**src/rtl/mult_div_pkg.sv**
```systemverilog
// Shared types and opcodes for the iterative multiply/divide unit.
package mult_div_pkg;

    typedef enum logic [1:0] {
        IDLE = 2'd0,
        RUN  = 2'd1,
        DONE = 2'd2
    } state_t;

    localparam logic OP_MULU = 1'b0;
    localparam logic OP_DIVU = 1'b1;

endpackage

```
**src/rtl/register.sv**
```systemverilog
// Generic load-enabled holding register with asynchronous clear.
module register #(
    parameter int WORD_LENGTH = 8
) (
    input  logic                   clk,
    input  logic                   rst,
    input  logic                   ld,
    input  logic [WORD_LENGTH-1:0] d,
    output logic [WORD_LENGTH-1:0] q
);

    always_ff @(posedge clk or posedge rst) begin
        if (rst) begin
            q <= '0;
        end else if (ld) begin
            q <= d;
        end
    end

endmodule

```
**src/rtl/mult_div_unit.sv**
```systemverilog
// Iterative unsigned shift-add multiplier / restoring divider, one bit per cycle.
// The FSM and shared datapath live here; results are held in a register instance.
module mult_div_unit
    import mult_div_pkg::*;
#(
    parameter int WORD_LENGTH = 16
) (
    input  logic                   clk,
    input  logic                   rst,
    input  logic                   start,
    input  logic                   op,
    input  logic [WORD_LENGTH-1:0] a,
    input  logic [WORD_LENGTH-1:0] b,
    output logic                   busy,
    output logic                   done,
    output logic [WORD_LENGTH-1:0] hi,
    output logic [WORD_LENGTH-1:0] lo,
    output logic                   div_by_zero
);

    localparam int W  = WORD_LENGTH;
    localparam int CW = $clog2(W + 1);

    state_t         state_reg, state_next;
    logic [CW-1:0]  cnt_reg;
    logic           op_reg;
    logic [W-1:0]   opnd_reg;   // multiplicand (MULU) or divisor (DIVU)
    logic [W:0]     part_reg, part_next;
    logic [W-1:0]   quo_reg, quo_next;

    logic [W:0]     sum;
    logic [W:0]     shifted;
    logic [W+1:0]   diff;
    logic           last;
    logic [2*W:0]   result_d;
    logic [2*W:0]   result_q;

    // MULU: part holds the running upper half, quo shifts the multiplier out.
    // DIVU: part is the partial remainder, quo shifts dividend out / quotient in.
    always_comb begin
        sum       = quo_reg[0] ? (part_reg + {1'b0, opnd_reg}) : part_reg;
        shifted   = {part_reg[W-1:0], quo_reg[W-1]};
        diff      = {1'b0, shifted} - {2'b00, opnd_reg};
        part_next = part_reg;
        quo_next  = quo_reg;
        if (op_reg == OP_MULU) begin
            {part_next, quo_next} = {sum, quo_reg} >> 1;
        end else if (!diff[W+1]) begin
            part_next = diff[W:0];
            quo_next  = {quo_reg[W-2:0], 1'b1};
        end else begin
            part_next = shifted;
            quo_next  = {quo_reg[W-2:0], 1'b0};
        end
    end

    assign last     = (state_reg == RUN) && (cnt_reg == CW'(1));
    assign result_d = {(op_reg == OP_DIVU) && (opnd_reg == '0), part_next[W-1:0], quo_next};

    always_comb begin
        state_next = state_reg;
        unique case (state_reg)
            IDLE:    if (start) state_next = RUN;
            RUN:     if (last) state_next = DONE;
            DONE:    state_next = start ? RUN : IDLE;
            default: state_next = IDLE;
        endcase
    end

    always_ff @(posedge clk or posedge rst) begin
        if (rst) begin
            state_reg <= IDLE;
            cnt_reg   <= '0;
            op_reg    <= OP_MULU;
            opnd_reg  <= '0;
            part_reg  <= '0;
            quo_reg   <= '0;
        end else begin
            state_reg <= state_next;
            if (state_reg == RUN) begin
                cnt_reg  <= cnt_reg - CW'(1);
                part_reg <= part_next;
                quo_reg  <= quo_next;
            end else if (start) begin
                op_reg   <= op;
                cnt_reg  <= CW'(W);
                part_reg <= '0;
                opnd_reg <= (op == OP_DIVU) ? b : a;
                quo_reg  <= (op == OP_DIVU) ? a : b;
            end
        end
    end

    register #(
        .WORD_LENGTH(2 * W + 1)
    ) u_result (
        .clk (clk),
        .rst (rst),
        .ld  (last),
        .d   (result_d),
        .q   (result_q)
    );

    assign busy        = (state_reg == RUN);
    assign done        = (state_reg == DONE);
    assign div_by_zero = result_q[2*W];
    assign hi          = result_q[2*W-1:W];
    assign lo          = result_q[W-1:0];

endmodule
```
**config.mk**
```make
export PLATFORM = sky130hd
export DESIGN_NAME = mult_div_unit
export DESIGN_NICKNAME = d
export VERILOG_FILES = /design/src/rtl/mult_div_pkg.sv /design/src/rtl/register.sv /design/src/rtl/mult_div_unit.sv
export SDC_FILE = /design/constraint.sdc
export NUM_CORES = 1
export LEC_CHECK = 0
export CAP_MARGIN = 40
export CORE_UTILIZATION = 60
export DETAILED_ROUTE_END_ITERATION = 12
export PLACE_DENSITY = 0.85
export SYNTH_ARGS = -nofsm -noshare
export SYNTH_HDL_FRONTEND = slang
export SYNTH_HIERARCHICAL = 1
export SYNTH_SLANG_ARGS = --single-unit
```
**constraint.sdc**
```tcl
create_clock -name clk -period 6.4 [get_ports clk]
set_input_delay 0.96 -clock clk [delete_from_list [all_inputs] [get_ports clk]]
set_output_delay 0.96 -clock clk [all_outputs]
set_load 0.02 [all_outputs]
```
==> metrics.md, run 1 <==
| Metric | Value |
|---|---|
| Run status | complete, no violations |
| First-pass DRT Iterations | 5 |
| Setup WS pre-CTS | 3.08 ns |
| Antenna violations before repair | 0 |
| Final setup vio count | 0 |
| Worst vdd ir | 0.352 mV |
| Slack of the critical path | just under 3 ns |
| Vias | slightly below 6,000 |
| Commonest cells after routing, fill and taps aside | dfrtp_1 (90), clkdlybuf4s50_1 (69), nand2_1 (61), o21ai_0 (60), nor2_1 (51) |
| WHS | between 0.5 and 0.6 ns |
| Skew final | 0.0109 ns |
| 1st-iter DRT viols | roughly 380 |
| DRC Markers | 0 |
| Yosys warning count | 6 |
| FFs w/ async S/R, synth | 100% |
| Worst-path fanout max | 11 |
| Global-route wire length before repair | roughly 29,000 um |
| Dpl hpwl | approximately 13,000 um |
| Post-CTS Setup Bufs | 0 |
| Synth top area share | 34.6% |
| Clock tree buffer depth | 2 |
| Min Tclk post-route | around 3.5 ns |
| Compound-cell area share of the yosys netlist | ~20% |
| Syn_nets | just under 800 |
| Diodes inserted | 0 |
| RePlAce Congestion | just over 1 |
| Die H | around 110 um |
| Final TNS setup | 0 ns |
| Final antenna-violating net count | 0 |
| Required @ worst endpoint | between 6 and 7 ns |
| CTS Root Cell | clkbuf_8 |
| Kind of critical path | flip-flop to flip-flop |
| Ys flop type | dfrtp_1 |
| Slew Limit Headroom | between 40% and 50% |
| Most common cell after layout, fill and taps aside | dfrtp_1 |
| Crit path max-delay family | compound AO/OA/AOI/OAI gates |
| Post-Synth Simple-Gate Area | between 10 and 15% |
| Yosys reg bits | 90 |
| Yosys cell types | between 60 and 70 |
| Post-synthesis cell area | ~6500 um2 |
| Vias in the first global route | 5,972 |
| Via/cell ratio | about 6.5 |
| Worst-Skew Late Latency | 0.38 ns |
| Layout cells sized above 1 | 11.9% |
| Total Wirelength | between 15,000 and 20,000 um |
| Post_cts resized | 0 |
| Max cap viols | 0 |
| Synth area leaders | dfrtp_1 (35%), mux2_4 (6.9%), ha_1 (6.5%) |
| I/O Buffers | 70 |
| Die area | about 11,000 um2 |
| Main combinational cell family by area after synthesis | compound AO/OA/AOI/OAI gates |
| Final hold violations | 0 |
| Crit-path slowest cell | a21o_1 |
| Synth area leader | dfrtp_1 |
| Top Ports | 71 |
| Synth Area in Adders | under 10% |
| Max FFs per register | 33 |
| H-tree Lvls | 3 |
| Worst setup EP type | flip-flop |
| Leak pwr | 3.34 nW |
| Synthesized instance count | between 700 and 800 |
| Layout Cells excl Fill | ~900 |
| Fill count | 733 |
| Rows | 37 |
| Hold_buf cts | 0 |
| CP Launch Type | flip-flop |
| Overflow after GRT | 0 |
| Wire per inst | between 15 and 20 um |
| Syn-to-layout area delta | 15.4% |
| CP peak stage delay | 0.56 ns |
| Worst Tran Pin Value | roughly 0.9 ns |
| Core area | roughly 10,000 um2 |
| All-Layer GR Usage | about a third |
| Clock transition at path regs | around 0.1 ns |
| Synth Area in XOR/XNOR | between 2 and 2.5% |
| Largest net degree at the start of global routing | 58 |
| CTS tree | built |
| Starting Density | 62.4% |
| Fin. max-slew vios | 0 |
| RSZ-0062 raised after global routing | no |
| Syn Area/Cell | between 9 and 10 um2 |
| Pwr dens | between 600 and 700 nW/um2 |
| Seq/Total Area, Yosys | about 35% |
| Power Total | around 0.0048 W |
| Placed Instances | 885 |
| CP Buf/Inv Count | 1 |
| Post-synthesis mux area share | between 10% and 20% |
| TritonCTS buffer count | 9 |
| Final Cycle Share | around 54% |
| FMAX | 288 MHz |
| CP arrival | ~3.7 ns |
| Width of the die | approximately 110 um |
| Clock sink total | 90 |
| Cells along the critical path | inv_1 -> ha_1 -> a21oi_2 -> nor2_1 -> a211oi_1 -> a21o_1 -> nand2_2 -> a211oi_1 -> nor2_1 -> mux2_4 |
| Nets | 832 |
| Hold Path Class | flip-flop to flip-flop |
| Number of flops mapped to enable cells by yosys | 0 |
[cells in the mapped netlist (all sizes together) (9+ instances only)]
cell type   n
dfrtp      90
nand2      62
o21ai      62
nor2       52
mux2       47
a21oi      41
mux2i      39
inv        35
ha         34
nand3      25
clkbuf     23
a211oi     19
a21o       17
a31oi      14
buf        14
nor3       11
xnor2      11
o31ai       9
[logic make-up (layout without fill, tap and decap cells)]
group | after synthesis | after routing
AOI/OAI and AO/OA | 205 | 205
xor gates and xnor gates | 15 | 15
adders and majority gates | 36 | 36
buffers and inverters | 73 | 131
DFF | 90 | 90
muxes | 86 | 86
and+or+nand+nor | 202 | 202
[layer usage]
metal  track usage (%)  routed length (um)  up-vias  share of wire [%]
li1                  -                   -     2686                  -
met1              40.8                7160     2821                 41
met2              55.5                8590      294                 49
met3              6.07                1300       48                7.4
met4              12.9                 457        0                2.6
met5                 0                   0        -                  0
[final cells by class]
type / instances / area, um2 / area share [%]
clock buffers: 10 / 128 / 1.70
clock inverters: 6 / 114 / 1.52
inverters: 36 / 135 / 1.80
multi-input cells: 544 / 3910 / 52.1
flip-flops and latches: 90 / 2250 / 30.0
well taps: 136 / 170 / 2.27
repair buffers: 79 / 791 / 10.5
[path summary, 6_finish.rpt]
kind | startpoint | end | slack [ns] | depth (start not counted)
setup / recovery | opnd_reg[8] | u_result/q[26] | 2.92 | 10
min in group asynchronous | rst | u_result/q[13] | 0.94 | 2
hold / removal | u_result/q[1] | u_result/q[1] | 0.52 | 1
setup reg to reg | opnd_reg[8] | u_result/q[26] | 2.92 | 10
hold reg to reg | u_result/q[1] | u_result/q[1] | 0.52 | 1
max in group asynchronous | rst | u_result/q[26] | 4.73 | 3
[report_power, final]
part | switching [W] | leakage [nW] | internal, W | total, W
Combinational | 0.00174 | 2.17 | 0.00139 | 0.00313
Sequential | 0.000321 | 1.05 | 0.000849 | 0.00117
Clock | 0.000215 | 0.113 | 0.000261 | 0.000475
[through the flow]
step                      utilization (%)  instance area [um2]
after global routing                 72.0                 7500
after floorplan                         -                 6500
after detailed placement             69.7                 7260
final                                72.0                 7500
after CTS                            72.0                 7500
after global placement               69.2                 7210
No activity file was read; power rests on OpenSTA's default activity.
==> run 2, diff against run 1 <==
Settings changed: CORE_UTILIZATION 60 to 58, PLACE_DENSITY 0.85 to 0.83.
Clock period 6.4 ns to 3.25 ns, I/O delays scaled along.
==> metrics.md, run 2 (synthesized netlist as in run 1, its figures left out) <==
| Metric | Value |
|---|---|
| Vias | roughly 5,800 |
| Skew final | roughly 0.0067 ns |
| Width of the die | 108 um |
| P_int | 0.00499 W |
| Sw Ratio | around 47% |
| Syn-to-layout area delta | 16.3% |
| Clock sink total | 90 |
| Total Wirelength | between 15,000 and 20,000 um |
| CP Launch Type | flip-flop |
| CP peak stage delay | around 0.52 ns |
| Worst-Skew Late Latency | 0.38 ns |
| Power share of the combinational group | 66.3% |
| Die H | between 100 and 150 um |
| 1st-iter DRT viols | roughly 450 |
| All-Layer GR Usage | 32.4% |
| Top Ports | roughly 70 |
| First-pass DRT Iterations | 5 |
| Worst vdd ir | ~0.79 mV |
| Fin area | 7560 um2 |
| Post_cts resized | 0 |
| Min Tclk post-route | between 3 and 4 ns |
| Max FFs per register | 33 |
| Max cap viols | 0 |
| Diodes inserted | 0 |
| Pwr dens | 1250 nW/um2 |
| Die area | between 10,000 and 15,000 um2 |
| Nets | between 800 and 900 |
| DRC Markers | 0 |
| Kind of critical path | flip-flop to flip-flop |
| Antenna violations before repair | 0 |
| Final antenna-violating net count | 0 |
| Hold_buf cts | 0 |
| Final hold violations | 0 |
| Cells along the critical path | ha_1 -> a211oi_1 -> o21ai_0 -> nand3b_1 -> a31oi_1 -> o21a_1 -> a2111oi_1 -> buf_4 -> nor2_1 -> mux2_4 |
| Dpl hpwl | roughly 13,000 um |
| Required @ worst endpoint | approximately 3.5 ns |
| Via/cell ratio | about 6.3 |
| CTS Root Cell | clkbuf_8 |
| Hold Path Class | flip-flop to flip-flop |
| Worst Tran Pin Value | around 0.90 ns |
| RePlAce Congestion | between 0.9 and 1 |
| Leak pwr | 3.38 nW |
| Layout cells sized above 1 | about an eighth |
| GR Layer Usage met3 | 4.60% |
| Post-CTS Setup Bufs | 0 |
| Core area | about 11,000 um2 |
| Vias in the first global route | 5,528 |
| Final core utilization | 69.4% |
| GR Util met1 | 45.0% |
| H-tree Lvls | 3 |
| RSZ-0062 raised after global routing | no |
| FMAX | about 330 MHz |
| Largest net degree at the start of global routing | a little under 60 |
| Area post-placement | 7320 um2 |
| Most common cell after layout, fill and taps aside | dfrtp_1 |
| Slew Limit Headroom | around two fifths |
| Busiest grt layer | met2 |
| Worst-path fanout max | 5 |
| Run status | complete, no violations |
| Global-route wire length before repair | roughly 29,000 um |
| Rows | 38 |
| CP arrival | ~3.3 ns |
| Starting Density | 59.7% |
| I/O Buffers | 70 |
| Overflow after GRT | 0 |
| Sw Pwr | between 0.004 and 0.005 W |
| CTS tree | built |
| Clock share of power | around a tenth |
| Wire per inst | 19.5 um |
| Commonest cells after routing, fill and taps aside | dfrtp_1 (90), clkdlybuf4s50_1 (69), nand2_1 (61), o21ai_0 (60), nor2_1 (51) |
| Final Cycle Share | ~93% |
| TritonCTS buffer count | 9 |
| Final setup vio count | 0 |
| Clock tree buffer depth | 2 |
| Clock transition at path regs | 0.09 ns |
| Sequential Power Share | a little under a quarter |
| Fin. max-slew vios | 0 |
| Final TNS setup | 0 ns |
| Crit-path slowest cell | a2111oi_1 |
| Worst setup EP type | flip-flop |
| Met2 Usage GRT | 49.6% |
==> run 2: power groups by stage <==
stage	clock network (W)	logic [W]	registers, W
finish	0.000944	0.00628	0.00224
global route	0.000985	0.00685	0.00231
CTS	0.000949	0.00616	0.00222
detailed placement	0	0.00611	0.00224
global placement	0	0.00596	0.00222
floorplan	0	0.00433	0.00228
==> run 2: final cells by class <==
class	instances	area (um2)
Multi-Input combinational cell	544	3920
Fill cell	836	3330
Sequential cell	90	2250
Timing Repair Buffer	87	843
Tap cell	140	175
Inverter	36	135
Clock buffer	9	124
Clock inverter	6	113
==> run 2: path summary, 6_finish.rpt <==
kind / from / end / slack, ns / cells past startpoint
min in group asynchronous: rst / u_result/q[12] / 0.54 / 2
max reg2reg: opnd_reg[1] / u_result/q[28] / 0.23 / 10
max in group asynchronous: rst / u_result/q[31] / 1.93 / 3
min: state_reg[0] / state_reg[0] / 0.51 / 1
max: opnd_reg[1] / u_result/q[28] / 0.23 / 10
min reg2reg: state_reg[0] / state_reg[0] / 0.51 / 1
==> run 2: per-stage QoR <==
step,total power [W],hold WS [ns],instances,setup slack [ns]
3_5_place_dp,0.00835,0.492,897,0.165
5_1_grt,0.0101,0.527,912,0.0110
2_1_floorplan,0.00662,0.470,707,0.582
3_3_place_gp,0.00817,0.486,896,0.222
6_report,0.00946,0.511,912,0.233
4_1_cts,0.00933,0.514,912,0.127
==> run 2: layer usage <==
metal	vias up	wire length, um
met3	39	1200
met5	-	0
met2	259	8190
li1	2708	-
met4	0	531
met1	2785	7890
==> run 2: critical path, delay by kind of cell, from the launching register on <==
family                   cells  cell delay [ns]
multiplexers                 1             0.27
flip-flops                   1             0.45
buffers and inverters        1             0.21
adder cells (fa/ha/maj)      1             0.34
AO/OA/AOI/OAI                5             1.40
AND/OR/NAND/NOR              2             0.24
==> run 3, diff against run 2 <==
Settings changed: CORE_UTILIZATION 58 to 60, DONT_BUFFER_PORTS set to 1, PLACE_DENSITY 0.83 to 0.77.
==> metrics.md, run 3 (synthesized netlist as in run 1, its figures left out) <==
| Metric | Value |
|---|---|
| Run status | complete, no violations |
| Hold_buf cts | 0 |
| CTS tree | built |
| Final Cycle Share | between 90% and 100% |
| Worst Setup SP | opnd_reg[0] |
| Worst-path fanout max | 4 |
| Die H | roughly 110 um |
| Fill count | just under 900 |
| Worst Tran Pin Value | 0.771 ns |
| Rows | 37 |
| H-tree Lvls | 3 |
| Leak pwr | 3.08 nW |
| Commonest cells after routing, fill and taps aside | dfrtp_1 (90), nand2_1 (61), o21ai_0 (60), nor2_1 (51) |
| Vias in the first global route | between 5,000 and 6,000 |
| Required @ worst endpoint | between 3 and 4 ns |
| Clock transition at path regs | about 0.090 ns |
| Worst setup EP type | flip-flop |
| CTS Root Cell | clkbuf_8 |
| RSZ-0062 raised after global routing | no |
| Pwr dens | between 1000 and 1500 nW/um2 |
| Vias | roughly 5,400 |
| Hold Path Class | primary input to asynchronous set/reset pin |
| I/O Buffers | 0 |
| Nets | about 770 |
| Largest net degree at the start of global routing | between 50 and 60 |
| Top Ports | between 70 and 80 |
| TritonCTS buffer count | 9 |
| Via/cell ratio | ~6.5 |
| Die area | 11,300 um2 |
| RePlAce Congestion | 0.906 |
| Kind of critical path | flip-flop to flip-flop |
| CP arrival | ~3.3 ns |
| Antenna violations before repair | 0 |
| Width of the die | 106 um |
| CP Launch Type | flip-flop |
| Wire per inst | between 15 and 20 um |
| Syn-to-layout area delta | 4.77% |
| Most common cell after layout, fill and taps aside | dfrtp_1 |
| DRC Markers | 0 |
| Slew Limit Headroom | about half |
| Max cap viols | 0 |
| Starting Density | 62.4% |
| Dpl hpwl | about 12,000 um |
| Overflow after GRT | 0 |
| All-Layer GR Usage | between 30% and 40% |
| Reg2reg start | opnd_reg[0] |
| Clock sink total | 90 |
| Layout cells sized above 1 | between 10% and 20% |
| Worst-Skew Late Latency | approximately 0.37 ns |
| Min Tclk post-route | around 3.1 ns |
| Fin. max-slew vios | 0 |
| Core area | about 10,000 um2 |
| 1st-iter DRT viols | ~470 |
| Final core utilization | between 60% and 70% |
| Final TNS setup | 0 ns |
| Total Wirelength | around 17,000 um |
| Global-route wire length before repair | roughly 27,000 um |
| FMAX | between 300 and 400 MHz |
| First-pass DRT Iterations | 5 |
| Diodes inserted | 0 |
| Max FFs per register | 33 |
| Clock tree buffer depth | 2 |
| Skew final | between 0.015 and 0.02 ns |
| Worst vdd ir | 0.547 mV |
| Final antenna-violating net count | 0 |
| Final hold violations | 0 |
| Final setup vio count | 0 |
-- run 3: metrics by stage --
step	instance area (um2)	hold WS (ns)	std cells	setup WS, ns	total power, W
after floorplan	6500	0.470	707	0.582	0.00662
after global routing	6810	0.0263	835	0.0224	0.00954
after CTS	6810	0.0161	835	0.171	0.00875
after global placement	6590	0.415	820	0.228	0.00771
after detailed placement	6590	0.416	820	0.192	0.00787
final	6810	0.00743	835	0.168	0.00886
-- run 3: routing by layer --
layer | up-vias | GRT usage (%) | wire length (um)
met5 | - | 0 | 0
met4 | 0 | 9.23 | 306
met3 | 29 | 5.70 | 1160
met2 | 210 | 47.8 | 7540
met1 | 2596 | 43.2 | 7600
li1 | 2554 | - | -
-- run 3: what timing repair did --
action	in CTS	in global routing
resized for setup	0	1
setup buffers	0	0
setup endpoints to repair	0	1
-- run 3: worst paths after layout --
path,endpoint,slack [ns],cells after the start
hold / removal,quo_reg[12],0.007,1
max in group asynchronous,u_result/q[26],2.33,2
min in group clk,op_reg,0.25,2
setup / recovery,u_result/q[30],0.17,10
hold reg to reg,state_reg[0],0.51,1
setup reg to reg,u_result/q[30],0.17,10
-- run 3: cell type report --
class | count | area (um2) | share of cell area, %
Inverter | 36 | 135 | 1.98
Timing Repair Buffer | 14 | 118 | 1.73
Multi-Input combinational cell | 544 | 3920 | 57.5
Tap cell | 136 | 170 | 2.50
Clock inverter | 6 | 96.3 | 1.41
Clock buffer | 9 | 124 | 1.82
Sequential cell | 90 | 2250 | 33.1
-- run 3: critical path, stage by stage (launching register included) --
cell      delay [ns]
dfrtp_1         0.42
ha_1            0.24
fa_1            0.42
nand2b_1        0.22
a211oi_1        0.37
nor2_1          0.12
a211oi_1        0.38
o21ai_0         0.16
a31oi_1         0.25
a21boi_0        0.12
mux2_4          0.27
-- run 3: power by group --
| group | total, W | internal [W] | switching, W |
|---|---|---|---|
| Sequential | 0.00251 | 0.00167 | 0.000840 |
| Combinational | 0.00547 | 0.00242 | 0.00305 |
| Clock | 0.000873 | 0.000440 | 0.000433 |
| Total | 0.00886 | 0.00453 | 0.00433 |
